===== config.mk =====
export PLATFORM = sky130hd
export DESIGN_NAME = multicycle_control
export DESIGN_NICKNAME = d
export VERILOG_FILES = /design/src/rtl/multicycle_control.sv
export SDC_FILE = /design/constraint.sdc
export NUM_CORES = 1
export LEC_CHECK = 0
export CORE_MARGIN = 2
export CORE_UTILIZATION = 45
export CTS_CLUSTER_DIAMETER = 60
export DETAILED_ROUTE_END_ITERATION = 16
export PLACE_DENSITY_LB_ADDON = 0.25
export SLEW_MARGIN = 20
export SYNTH_ARGS = -nofsm -noshare
export SYNTH_HDL_FRONTEND = slang
export SYNTH_SLANG_ARGS = --single-unit

===== constraint.sdc =====
create_clock -name clk -period 2.6 [get_ports clk]
set_clock_uncertainty 0.15 [all_clocks]
set_input_delay 0.52 -clock clk [delete_from_list [all_inputs] [get_ports clk]]
set_output_delay 0.52 -clock clk [all_outputs]
set_load 0.05 [all_outputs]

===== src/rtl/multicycle_control.sv =====
// Moore control unit for the multicycle MIPS-subset datapath.
// Steps through fetch, decode, execute, memory and writeback, and drives every
// datapath mux select and write enable. Unsupported opcodes and arithmetic
// overflow on add/sub/addi are trapped to the exception vector, with the cause
// held on exc_cause until the next fetch begins.
module multicycle_control #(
  parameter int MEM_WAIT = 1  // extra cycles after a memory read (0..3)
) (
  input  logic       clk,
  input  logic       reset,
  input  logic [5:0] opcode,
  input  logic [5:0] funct,
  input  logic       zero,
  input  logic       overflow,
  output logic       PCWrite,
  output logic       PCLoad,
  output logic [2:0] SrcAddressMem,
  output logic       MemOp,
  output logic       IRWrite,
  output logic       RegWrite,
  output logic       WriteA,
  output logic       WriteB,
  output logic       WriteALUOut,
  output logic [1:0] ALUSrcA,
  output logic [2:0] ALUSrcB,
  output logic [2:0] ALUOp,
  output logic [1:0] PCSource,
  output logic [2:0] MemToReg,
  output logic [2:0] RegDst,
  output logic [5:0] state_out,
  output logic [1:0] exc_cause
);

  localparam logic [5:0] OP_RTYPE = 6'h00;
  localparam logic [5:0] OP_J     = 6'h02;
  localparam logic [5:0] OP_BEQ   = 6'h04;
  localparam logic [5:0] OP_BNE   = 6'h05;
  localparam logic [5:0] OP_ADDI  = 6'h08;
  localparam logic [5:0] OP_LUI   = 6'h0F;
  localparam logic [5:0] OP_LW    = 6'h23;
  localparam logic [5:0] OP_SW    = 6'h2B;

  localparam logic [5:0] FN_JR    = 6'h08;
  localparam logic [5:0] FN_ADD   = 6'h20;
  localparam logic [5:0] FN_SUB   = 6'h22;
  localparam logic [5:0] FN_AND   = 6'h24;
  localparam logic [5:0] FN_SLT   = 6'h2A;

  // Last value of the wait counter before leaving a wait state.
  localparam logic [1:0] WAIT_LAST = 2'(MEM_WAIT - 1);

  typedef enum logic [5:0] {
    RESET  = 6'd0,
    FETCH  = 6'd1,
    FWAIT  = 6'd2,
    IRLOAD = 6'd3,
    DECODE = 6'd4,
    R_EX   = 6'd5,
    R_WB   = 6'd6,
    I_EX   = 6'd7,
    I_WB   = 6'd8,
    ADDR   = 6'd9,
    MREAD  = 6'd10,
    MWAIT  = 6'd11,
    LW_WB  = 6'd12,
    SW     = 6'd13,
    BRANCH = 6'd14,
    JUMP   = 6'd15,
    JR     = 6'd16,
    LUI    = 6'd17,
    EXC    = 6'd18
  } state_t;

  state_t     state;
  state_t     nextState;
  logic [1:0] waitCnt;
  logic       waitDone;
  logic       isAddSub;
  logic       branchTaken;
  logic [2:0] rAluOp;

  assign state_out = state;
  assign waitDone  = (waitCnt == WAIT_LAST);
  assign isAddSub  = (funct == FN_ADD) || (funct == FN_SUB);

  // ALU operation selected by funct for R-type execute.
  always_comb begin
    case (funct)
      FN_SUB:  rAluOp = 3'b010;
      FN_AND:  rAluOp = 3'b011;
      FN_SLT:  rAluOp = 3'b111;
      default: rAluOp = 3'b001;
    endcase
  end

  // State register; reset aborts any instruction in flight.
  always_ff @(posedge clk) begin
    if (reset) state <= RESET;
    else       state <= nextState;
  end

  // Wait-state counter, cleared whenever the FSM is outside a wait state.
  always_ff @(posedge clk) begin
    if (reset || (state != FWAIT && state != MWAIT)) waitCnt <= 2'd0;
    else                                             waitCnt <= waitCnt + 2'd1;
  end

  // Exception cause: latched on entry to EXC, cleared on entry to FETCH.
  always_ff @(posedge clk) begin
    if (reset)                  exc_cause <= 2'd0;
    else if (nextState == FETCH) exc_cause <= 2'd0;
    else if (nextState == EXC)   exc_cause <= (state == DECODE) ? 2'd1 : 2'd2;
  end

  // Next-state logic including opcode dispatch and overflow trapping.
  always_comb begin
    nextState = state;
    case (state)
      RESET:  nextState = FETCH;
      FETCH:  nextState = (MEM_WAIT == 0) ? IRLOAD : FWAIT;
      FWAIT:  nextState = waitDone ? IRLOAD : FWAIT;
      IRLOAD: nextState = DECODE;
      DECODE: begin
        case (opcode)
          OP_RTYPE: begin
            if (funct == FN_ADD || funct == FN_SUB || funct == FN_AND || funct == FN_SLT)
              nextState = R_EX;
            else if (funct == FN_JR)
              nextState = JR;
            else
              nextState = EXC;
          end
          OP_ADDI:      nextState = I_EX;
          OP_LW, OP_SW: nextState = ADDR;
          OP_BEQ, OP_BNE: nextState = BRANCH;
          OP_LUI:       nextState = LUI;
          OP_J:         nextState = JUMP;
          default:      nextState = EXC;
        endcase
      end
      R_EX:   nextState = (isAddSub && overflow) ? EXC : R_WB;
      I_EX:   nextState = overflow ? EXC : I_WB;
      ADDR:   nextState = (opcode == OP_LW) ? MREAD : SW;
      MREAD:  nextState = (MEM_WAIT == 0) ? LW_WB : MWAIT;
      MWAIT:  nextState = waitDone ? LW_WB : MWAIT;
      R_WB, I_WB, LW_WB, SW, BRANCH, JUMP, JR, LUI, EXC: nextState = FETCH;
      default: nextState = RESET;
    endcase
  end

  // Moore outputs; forced to zero while reset is asserted so no write fires.
  always_comb begin
    PCWrite       = 1'b0;
    SrcAddressMem = 3'd0;
    MemOp         = 1'b0;
    IRWrite       = 1'b0;
    RegWrite      = 1'b0;
    WriteA        = 1'b0;
    WriteB        = 1'b0;
    WriteALUOut   = 1'b0;
    ALUSrcA       = 2'd0;
    ALUSrcB       = 3'd0;
    ALUOp         = 3'b000;
    PCSource      = 2'd0;
    MemToReg      = 3'd0;
    RegDst        = 3'd0;
    branchTaken   = 1'b0;
    if (!reset) begin
      case (state)
        FETCH: begin
          ALUSrcB     = 3'd1;
          ALUOp       = 3'b001;
          PCWrite     = 1'b1;
          WriteALUOut = 1'b1;
        end
        FWAIT:  SrcAddressMem = 3'd1;
        IRLOAD: begin
          SrcAddressMem = 3'd1;
          IRWrite       = 1'b1;
        end
        DECODE: begin
          WriteA      = 1'b1;
          WriteB      = 1'b1;
          ALUSrcB     = 3'd3;
          ALUOp       = 3'b001;
          WriteALUOut = 1'b1;
        end
        R_EX: begin
          ALUSrcA     = 2'd1;
          ALUOp       = rAluOp;
          WriteALUOut = 1'b1;
        end
        R_WB: begin
          RegWrite = 1'b1;
          RegDst   = 3'd1;
          MemToReg = (funct == FN_SLT) ? 3'd2 : 3'd0;
        end
        I_EX, ADDR: begin
          ALUSrcA     = 2'd1;
          ALUSrcB     = 3'd2;
          ALUOp       = 3'b001;
          WriteALUOut = 1'b1;
        end
        I_WB:         RegWrite = 1'b1;
        MREAD, MWAIT: SrcAddressMem = 3'd1;
        LW_WB: begin
          MemToReg = 3'd1;
          RegWrite = 1'b1;
        end
        SW: begin
          SrcAddressMem = 3'd1;
          MemOp         = 1'b1;
        end
        BRANCH: begin
          ALUSrcA     = 2'd1;
          ALUOp       = 3'b010;
          PCSource    = 2'd1;
          branchTaken = (opcode == OP_BNE) ? ~zero : zero;
        end
        JUMP: begin
          PCSource = 2'd2;
          PCWrite  = 1'b1;
        end
        JR: begin
          ALUSrcA = 2'd1;
          PCWrite = 1'b1;
        end
        LUI: begin
          MemToReg = 3'd3;
          RegWrite = 1'b1;
        end
        EXC: begin
          PCSource = 2'd3;
          PCWrite  = 1'b1;
        end
        default: ;
      endcase
    end
    PCLoad = PCWrite | branchTaken;
  end

endmodule


==> out/metrics.csv <==
stage;metric;value;unit
routing;wl;4710;um
logic_synthesis;synth_area;1410;um^2
global_routing;grt_overflow;0;
power;vdd_drop_max;331;uV
clock_network;cts_tree;yes;
clock_network;cts_made_buffers;3;
critical_path;cp_cell_sequence;or2_1 -> or3_4 -> a21oi_1 -> a21oi_1 -> nor2_2 -> buf_6;
timing;slew_viol_final;0;
cells_and_area;drive_gt1_share;38.0;%
cells_and_area;layout_commonest_cell;buf_4;
placed_design;placed_area;2130;um^2
routing;vias_per_cell;6.05;
routing;post_drt_wl_per_cell;15.9;um
global_routing;grt_pass1_wl;7420;um
die;design.portCount;51;
cells_and_area;final_area;2300;um^2
cells_and_area;final_util;76.5;%
logic_synthesis;ys_ff_latch;9;
clock_network;cts_root_buffer;clkbuf_4;
job;maxCapViolCount;0;
critical_path;cp_data_required_time;1.93;ns
timing;fin_crit_sh;101;%
global_routing;grt_max_degree;20;
global_routing;track_usage;26.9;%
critical_path;path_delay_family;simple AND/OR/NAND/NOR gates;
routing;remaining_drc_errors;0;
critical_path;cp-start-kind;register;
power;leakage;0.945;nW
clock_network;clk_latency;0.28;ns
critical_path;critPathKind;reg -> out;
timing;setup_viol;1;
die;core_area;3000;um^2
logic_synthesis;synthArstFlopShare;0;%
global_routing;antenna_found_initial;0;
critical_path;cpPeakStageDelay;0.42;ns
logic_synthesis;seq_area_frac_synth;12.8;%
cells_and_area;antenna_cells;0;
placed_design;place.gp.congestion;0.896;
routing;antenna_left;0;
timing;hold_viol_final;0;
routing;drt_iter0_markers;100;
die;die_h;59.9;um
logic_synthesis;avgSynthCellArea;6.89;um^2
timing;relSlewSlack;66.3;%
clock_network;htreeDepth;1;
die;chipWidth;59.9;um
die;fp-row-count;20;
logic_synthesis;yosys_warnings;0;
logic_synthesis;syn_inst;204;
critical_path;critPathMaxFanout;18;
cells_and_area;fin_nets;281;
timing;final.min_clock_period;2.62;ns
timing;tightest_slew;0.493;ns
clock_network;clk_pin_slew;0.06;ns
die;start_util;46.8;%
cells_and_area;final_cell_mix;buf_4 (34), nand2_1 (17), buf_12 (16);
routing;drt_pass1_iterations;4;
routing;route.vias.total;1790;
global_routing;grt_pass1_vias;1671;
run_status;outcome;finished, violations left;
cells_and_area;fillers;211;
critical_path;reg2reg_from;state_out[4]$_SDFF_PP0_;
cells_and_area;area_growth;63.5;%
critical_path;critical_path_arrival;1.95;ns
critical_path;crit_start;state_out[4]$_SDFF_PP0_;
placed_design;portBuffers;42;
min_path;hold_class;reg -> reg;
logic_synthesis;synth_cell_type_count;58;
timing;layout_setup_ws;-0.0172;ns
logic_synthesis;synth-edff-count;0;
critical_path;worst-path-buf-inv;1;
placed_design;preCtsSetupSlack;-0.388;ns
clock_network;clk_path_buf_depth;2;
placed_design;dp_hpwl;3410;um
power;power.density;264;nW/um^2
die;die_area;3590;um^2
clock_network;cts.sinks;9;
critical_path;timing.critical_path.mode_cell;a21oi_1;
critical_path;cp-end-kind;output port;
logic_synthesis;ys.flop_type;dfxtp_1;
run_status;violations;setup timing;
min_path;hold_start;exc_cause[0]$_SDFFE_PP0N_;
critical_path;crit_slowest_cell;or3_4;
timing;max_freq;382;MHz
==> power breakdown <==
| part | internal, mW | total [mW] | switching [mW] |
|---|---|---|---|
| Sequential | 0.141 | 0.162 | 0.0209 |
| Clock | 0.0571 | 0.114 | 0.0569 |
| Combinational | 0.136 | 0.331 | 0.195 |
==> path summary, 6_finish.rpt <==
| path | endpoint | slack (ns) | cells past startpoint |
|---|---|---|---|
| max | ALUOp[0] | -0.02 | 6 |
| min | exc_cause[0]$_SDFFE_PP0N_ | 0.34 | 2 |
| max reg2reg | exc_cause[1]$_SDFFE_PP0N_ | 0.60 | 6 |
| min reg2reg | exc_cause[0]$_SDFFE_PP0N_ | 0.34 | 2 |
==> timing repair <==
item                       4_1_cts  5_1_grt
hold buffers                     0        0
resized for setup               37        7
pin swaps                        7        4
buffers inserted                 5        4
setup endpoints to repair        5        6
==> cell usage after synthesis, types with 4 or more instances <==
library cell	number	area, um^2
nand2_1	17	63.8
a21oi_1	16	80.1
nor2_1	16	60.1
nor3_1	15	75.1
buf_4	9	67.6
dfxtp_1	9	180
inv_1	9	33.8
nand3_1	8	40.0
o21ai_0	8	40.0
nand2b_1	7	43.8
clkbuf_1	5	18.8
clkbuf_8	4	55.1
nor2b_1	4	25.0
nor3b_1	4	30.0
o211ai_1	4	30.0
==> final cells by class <==
cell class	instances	area, um^2	area share, %
clock buffer	3	22.5	0.980
clock inverter	1	5.00	0.218
inverter	9	33.8	1.47
multi-input combinational	167	1180	51.5
sequential	9	199	8.66
tap	33	41.3	1.80
timing repair buffer	74	812	35.3
==> cells by family (layout without fill, tap and decap cells) <==
group | Yosys count | in the layout | share of synthesized area (%)
AO/OA/AOI/OAI | 55 | 55 | 27.3
XOR/XNOR | 3 | 3 | 1.87
adder cells (fa/ha/maj) | 1 | 1 | 0.890
buffers and inverters | 35 | 87 | 16.5
flip-flops | 9 | 9 | 12.8
multiplexers | 4 | 4 | 2.94
other | 1 | 8 | 0.267
AND/OR/NAND/NOR | 96 | 96 | 37.5
==> routing by layer <==
metal	vias to the layer above	track usage (%)	part of all wire [%]
met3	16	4.55	5.3
li1	851	-	-
met2	86	45.2	51
met5	-	0	0
met4	0	12.7	3.8
met1	837	33.0	40
==> tightest hold or removal path, cell delays in order (launching register included) <==
cell     delay [ns]
dfxtp_1        0.31
nand3_1        0.08
o31ai_2        0.06
==> flip-flops by register name (all words and copies together), names as in the netlist <==
register,flops
state_out,5
exc_cause,2
waitCnt,2
==> per-stage QoR <==
stage	power, mW	std cells	hold slack [ns]	TNS, ns
6_report	0.607	296	0.342	-0.0172
5_1_grt	0.641	296	0.366	-0.0315
4_1_cts	0.600	292	0.348	0
3_5_place_dp	0.481	283	0.337	-0.719
3_3_place_gp	0.477	283	0.321	-0.550
2_1_floorplan	0.378	211	0.310	-0.149
(Power assumes the default switching activity.)
